## config.mk

```make
export PLATFORM = sky130hd
export DESIGN_NAME = icache_miss_controller_flat
export DESIGN_NICKNAME = d
export VERILOG_FILES = /design/src/rtl/icache_miss_controller_if.sv /design/src/rtl/icache_miss_controller.sv /design/src/flat_wrapper.sv
export SDC_FILE = /design/constraint.sdc
export NUM_CORES = 1
export LEC_CHECK = 0
export ABC_AREA = 1
export BUFFER_PORTS_ARGS = -buffer_cell sky130_fd_sc_hd__buf_2
export CORE_AREA = 2 2 151 153
export DETAILED_ROUTE_END_ITERATION = 12
export DIE_AREA = 0 0 153 155
export PLACE_DENSITY = 0.64
export RECOVER_POWER = 25
export SKIP_CTS_REPAIR_TIMING = 1
export SLEW_MARGIN = 15
export SYNTH_ARGS = -nofsm -noshare
export SYNTH_HDL_FRONTEND = slang
export SYNTH_SLANG_ARGS = --single-unit
```

## constraint.sdc

```tcl
create_clock -name clk -period 1.45 [get_ports clk]
set_input_delay 0.2175 -clock clk [delete_from_list [all_inputs] [get_ports clk]]
set_output_delay 0.2175 -clock clk [all_outputs]
set_load 0.01 [all_outputs]
```

## src/rtl/icache_miss_controller_if.sv

```systemverilog
// Memory-side line-read bus of the I-cache miss controller.
// The master modport is the controller; the slave modport is the memory system.
interface icache_miss_controller_if #(
  parameter int ADDR_WIDTH = 32,
  parameter int LINE_BYTES = 16
);
  logic                    memReq;
  logic [ADDR_WIDTH-1:0]   memReqAddr;
  logic                    memReqAck;
  logic                    memRspValid;
  logic [8*LINE_BYTES-1:0] memRspData;

  modport master (
    output memReq, memReqAddr,
    input  memReqAck, memRspValid, memRspData
  );

  modport slave (
    input  memReq, memReqAddr,
    output memReqAck, memRspValid, memRspData
  );
endinterface

```

## src/rtl/icache_miss_controller.sv

```systemverilog
// I-cache miss controller: IDLE -> REQ -> WAIT -> FILL line refill sequencer.
// Optional miss counter enabled by defining RSD_ICACHE_MISS_COUNTER_EN.
module icache_miss_controller #(
  parameter int ADDR_WIDTH = 32,
  parameter int LINE_BYTES = 16
) (
  input  logic                    clk,
  input  logic                    rst,
  input  logic                    icRE,
  input  logic [ADDR_WIDTH-1:0]   icReadAddrIn,
  input  logic                    icMiss,
  input  logic                    flush,
  icache_miss_controller_if.master memBus,
  output logic                    fillWE,
  output logic [ADDR_WIDTH-1:0]   fillAddr,
  output logic [8*LINE_BYTES-1:0] fillData,
  output logic                    fetchStall,
  output logic                    busy,
  output logic [31:0]             missCount
);

  localparam logic [ADDR_WIDTH-1:0] OFFSET_MASK = ADDR_WIDTH'(LINE_BYTES - 1);

  typedef enum logic [1:0] {IDLE, REQ, WAIT, FILL} stateT;

  stateT                   state;
  stateT                   nextState;
  logic                    memReqQ;
  logic                    missStart;
  logic [ADDR_WIDTH-1:0]   lineAddr;
  logic [8*LINE_BYTES-1:0] lineData;

  assign missStart = (state == IDLE) && icRE && icMiss && !flush;

  // NOTE: sequential state uses non-blocking assignments so every flop samples
  // pre-edge values regardless of block ordering.
  always_ff @(posedge clk) begin
    if (rst) state <= IDLE;
    else     state <= nextState;
  end

  always_comb begin
    nextState = state;
    unique case (state)
      IDLE: if (missStart)          nextState = REQ;
      REQ:  if (memBus.memReqAck)   nextState = WAIT;
      WAIT: if (memBus.memRspValid) nextState = FILL;
      FILL:                         nextState = IDLE;
      default:                      nextState = IDLE;
    endcase
  end

  // NOTE: every output gets a default before the case so no path leaves it
  // unassigned, which would otherwise infer a latch.
  always_comb begin
    fillWE     = 1'b0;
    busy       = 1'b1;
    fetchStall = 1'b1;
    unique case (state)
      IDLE: begin
        busy       = 1'b0;
        fetchStall = missStart;
      end
      FILL:    fillWE = 1'b1;
      default: ;
    endcase
  end

  // memReq comes straight from a flop so the bus sees a glitch-free request.
  always_ff @(posedge clk) begin
    if (rst) memReqQ <= 1'b0;
    else     memReqQ <= (nextState == REQ);
  end

  // NOTE: the line buffer is a single register, not an array, so it is reset
  // along with the control state; no stale line can leak after reset.
  always_ff @(posedge clk) begin
    if (rst) begin
      lineAddr <= '0;
      lineData <= '0;
    end else begin
      if (missStart) lineAddr <= icReadAddrIn & ~OFFSET_MASK;
      if (state == WAIT && memBus.memRspValid) lineData <= memBus.memRspData;
    end
  end

  assign memBus.memReq     = memReqQ;
  assign memBus.memReqAddr = lineAddr;
  assign fillAddr          = lineAddr;
  assign fillData          = lineData;

`ifdef RSD_ICACHE_MISS_COUNTER_EN
  logic [31:0] missCountQ;

  always_ff @(posedge clk) begin
    if (rst)            missCountQ <= '0;
    else if (missStart) missCountQ <= missCountQ + 32'd1;
  end

  assign missCount = missCountQ;
`else
  assign missCount = '0;
`endif

endmodule
```

## src/flat_wrapper.sv

```systemverilog
// flat-port wrapper written by rule: the top's interface ports become plain ports
module icache_miss_controller_flat 
#(
  parameter int ADDR_WIDTH = 32,
  parameter int LINE_BYTES = 16
)
  (clk, rst, icRE, icReadAddrIn, icMiss, flush, fillWE, fillAddr, fillData, fetchStall, busy, missCount, memBus_memReq, memBus_memReqAddr, memBus_memReqAck, memBus_memRspValid, memBus_memRspData);
  icache_miss_controller_if #(.ADDR_WIDTH(ADDR_WIDTH), .LINE_BYTES(LINE_BYTES)) memBus_i ();
  input  logic clk;
  input  logic rst;
  input  logic icRE;
  input  logic [ADDR_WIDTH-1:0] icReadAddrIn;
  input  logic icMiss;
  input  logic flush;
  output logic fillWE;
  output logic [ADDR_WIDTH-1:0] fillAddr;
  output logic [8*LINE_BYTES-1:0] fillData;
  output logic fetchStall;
  output logic busy;
  output logic [31:0] missCount;
  output wire logic [$bits(memBus_i.memReq)-1:0] memBus_memReq;
  output wire logic [$bits(memBus_i.memReqAddr)-1:0] memBus_memReqAddr;
  input wire logic [$bits(memBus_i.memReqAck)-1:0] memBus_memReqAck;
  input wire logic [$bits(memBus_i.memRspValid)-1:0] memBus_memRspValid;
  input wire logic [$bits(memBus_i.memRspData)-1:0] memBus_memRspData;
  assign memBus_memReq = memBus_i.memReq;
  assign memBus_memReqAddr = memBus_i.memReqAddr;
  assign memBus_i.memReqAck = memBus_memReqAck;
  assign memBus_i.memRspValid = memBus_memRspValid;
  assign memBus_i.memRspData = memBus_memRspData;
  icache_miss_controller #(.ADDR_WIDTH(ADDR_WIDTH), .LINE_BYTES(LINE_BYTES)) u_core (.clk(clk), .rst(rst), .icRE(icRE), .icReadAddrIn(icReadAddrIn), .icMiss(icMiss), .flush(flush), .memBus(memBus_i), .fillWE(fillWE), .fillAddr(fillAddr), .fillData(fillData), .fetchStall(fetchStall), .busy(busy), .missCount(missCount));
endmodule
```

==> results by group <==
Synth
  • Yosys Warn Count: 0
  • Synth Register Bits: 159
  • Register area share after synthesis: 0.5126
  • Syn Inst Count: 766
  • Mapped Area: 6210 sq um
  • Average size of a mapped cell: 8.107 sq um
  • Yosys cell types: 21

Outcome
  • Status: completed

Clock tree
  • CTS max path bufs: 2
  • Clk_lat worst skew: 0.42 ns
  • CTS tree: built
  • Sink Count: 159
  • Htree depth: 4
  • Num CTS Buffers: 17
  • Root Buffer: clkbuf_16
  • Clk slew on worst S/H paths: 0.06 ns

Die
  • Die Area: 23720 sq um
  • Core area: 22230 sq um
  • Die height: 155 um
  • Initial Util: 0.2794
  • Rows: 55
  • # IOs: 395
  • Die Span X: 153 um

Power
  • Pwr dens: 1131 nW/um^2
  • Worst VDD drop: 0.6291 mV
  • Pleak: 4.121 nW
  • Power Total: 9.721 mW

Global route
  • Vias in the first global route: 5252
  • Initial antenna violation count: 0
  • First-pass GRT wire length: 26250 um
  • Top Usage Layer GRT: met2
  • M1 GR Usage: 0.1572
  • GRT overflow: 0
  • Total GRT Usage: 0.1366
  • Met2 Use GR: 0.2417
  • Largest net degree at the start of global routing: 68
  • M3 GR Usage: 0.04485

Place
  • IO Port Bufs: 350
  • Post-DP HPWL: 12690 um
  • Placer Congestion: 0.7411

Setup path
  • Crit path max-delay family: flip-flops
  • Critical path startpoint category: flip-flop
  • Crit. End Element: primary output
  • Worst EP required: 1.23 ns
  • Critical-path top delay cell: dfxtp_4
  • Largest stage delay, worst path: 0.36 ns
  • Worst Path Buf+Inv: 1
  • Crit path arrival time: 1.22 ns
  • CP Class: reg -> out
  • Cell Chain, Critical Path: nor2_4, nand3_4, nand2_2, buf_6
  • CP max FO: 8

STA
  • Fin crit period: 1.439 ns
  • Final setup viols: 0
  • Final Slew Violations: 0
  • RSZ-0062 raised after global routing: yes
  • F_max: 695.1 MHz
  • Crit share post-route: 0.9922
  • Final hold violations: 0
  • Layout Skew: 0.01460 ns
  • Hold WS: 0.03044 ns

Drt
  • Routed WL per cell: 12.23 um
  • Antenna Nets Post-Route: 0
  • Detailed Route WL: 16900 um
  • Drc violations: 0
  • Initial DRT Pass Iterations: 4
  • Vias: 5817
  • Routed vias/inst: 4.209
  • Iter 0 DRT Violations: 210

Final layout
  • Synth-to-layout area growth: 38.46%
  • Fill cell count: 2347
  • Util after Layout: 0.3868
  • Antenna Cells: 0
  • Nets: 1251
  • Share of layout cells above drive strength 1: 0.3829

Hold path
  • Worst hold path class: in -> reg

Flow run
  • Max Cap Viol: 0
## final timing paths
kind,from,endpoint,slack (ns),depth (start not counted)
worst min register to register,u_core.fillData[6]$_SDFFE_PP0P_,u_core.fillData[6]$_SDFFE_PP0P_,0.44,2
worst max-delay path,u_core.state[1]$_SDFF_PP0_,fetchStall,0.01,4
worst max register to register,u_core.state[1]$_SDFF_PP0_,u_core.fillData[25]$_SDFFE_PP0P_,0.14,6
worst min-delay path,rst,u_core.state[1]$_SDFF_PP0_,0.03,2
## placed cells by master (no fill, tap or decap), types with 2 or more instances in the layout
| cell | netlist | final |
|---|---|---|
| buf_4 | 81 | 18 |
| inv_6 | 1 | 5 |
| buf_12 | 0 | 9 |
| conb_1 | 1 | 40 |
| nand2_1 | 5 | 4 |
| buf_6 | 3 | 3 |
| clkinvlp_4 | 0 | 4 |
| o21ai_1 | 102 | 102 |
| dfxtp_1 | 159 | 157 |
| inv_1 | 134 | 132 |
| clkbuf_16 | 0 | 17 |
| a21oi_1 | 128 | 128 |
| clkinv_4 | 0 | 3 |
| buf_2 | 14 | 348 |
| clkinv_2 | 0 | 2 |
| nor2_1 | 57 | 57 |
| o21ai_0 | 54 | 54 |
## cells by family after synthesis
group                  synth area share
AOI/OAI and AO/OA                0.2289
other                         0.0006039
DFF                              0.5126
buffers and inverters            0.2098
and+or+nand+nor                 0.04816
## power breakdown
group / internal, mW / switching [mW] / leakage [nW]
clock network: 2.43 / 1.89 / 0.270
logic: 0.398 / 0.472 / 2.56
registers: 4.47 / 0.0577 / 1.29
total: 7.30 / 2.42 / 4.12
## synthesized netlist by cell type
cell type,instances,area [sq um]
nor4_1,1,6.260
nor3_1,1,5.000
buf_1,1,3.750
clkbuf_1,16,60.06
nand2_1,5,18.77
buf_4,81,608.1
buf_2,14,70.07
nand3b_4,1,20.02
inv_6,1,8.760
clkbuf_2,3,15.01
o21ai_0,54,270.3
conb_1,1,3.750
buf_6,3,33.78
dfxtp_1,159,3183
inv_1,134,503.0
nand3_1,1,5.000
a21oi_1,128,640.6
nor2_2,2,12.51
nor2_1,57,214.0
nand3_4,1,17.52
o21ai_1,102,510.5
## final cells by class
class,count,area [sq um],area share
clock buffers,18,439.2,0.05108
inverters,135,514.2,0.05981
well taps,285,356.6,0.04147
clock inverters,14,131.4,0.01528
repair buffers,378,2091,0.2432
flip-flops and latches,159,3188,0.3708
multi-input cells,393,1878,0.2184
## per-stage QoR
step | instance area, sq um | TNS (ns) | std cells | worst slack, ns
6_report | 8598 | 0 | 1382 | 0.01127
5_1_grt | 8598 | -0.09280 | 1382 | -0.07214
4_1_cts | 8532 | -0.2989 | 1377 | -0.2203
3_5_place_dp | 7961 | 0 | 1345 | 0.1360
3_3_place_gp | 7961 | 0 | 1345 | 0.1851
2_1_floorplan | 6356 | 0 | 805 | 0.2838
## routing by layer
layer,up-vias,part of all wire
li1,2974,-
met1,2599,0.41
met2,233,0.50
met3,11,0.075
met4,0,0.012
met5,-,0
## flip-flops by register name, summed over array words and instances (netlist names)
register              flops
u_core.state              2
u_core.fillAddr          28
u_core.fillData         128
u_core.memBus.memReq      1
No activity file was read; power rests on OpenSTA's default activity.
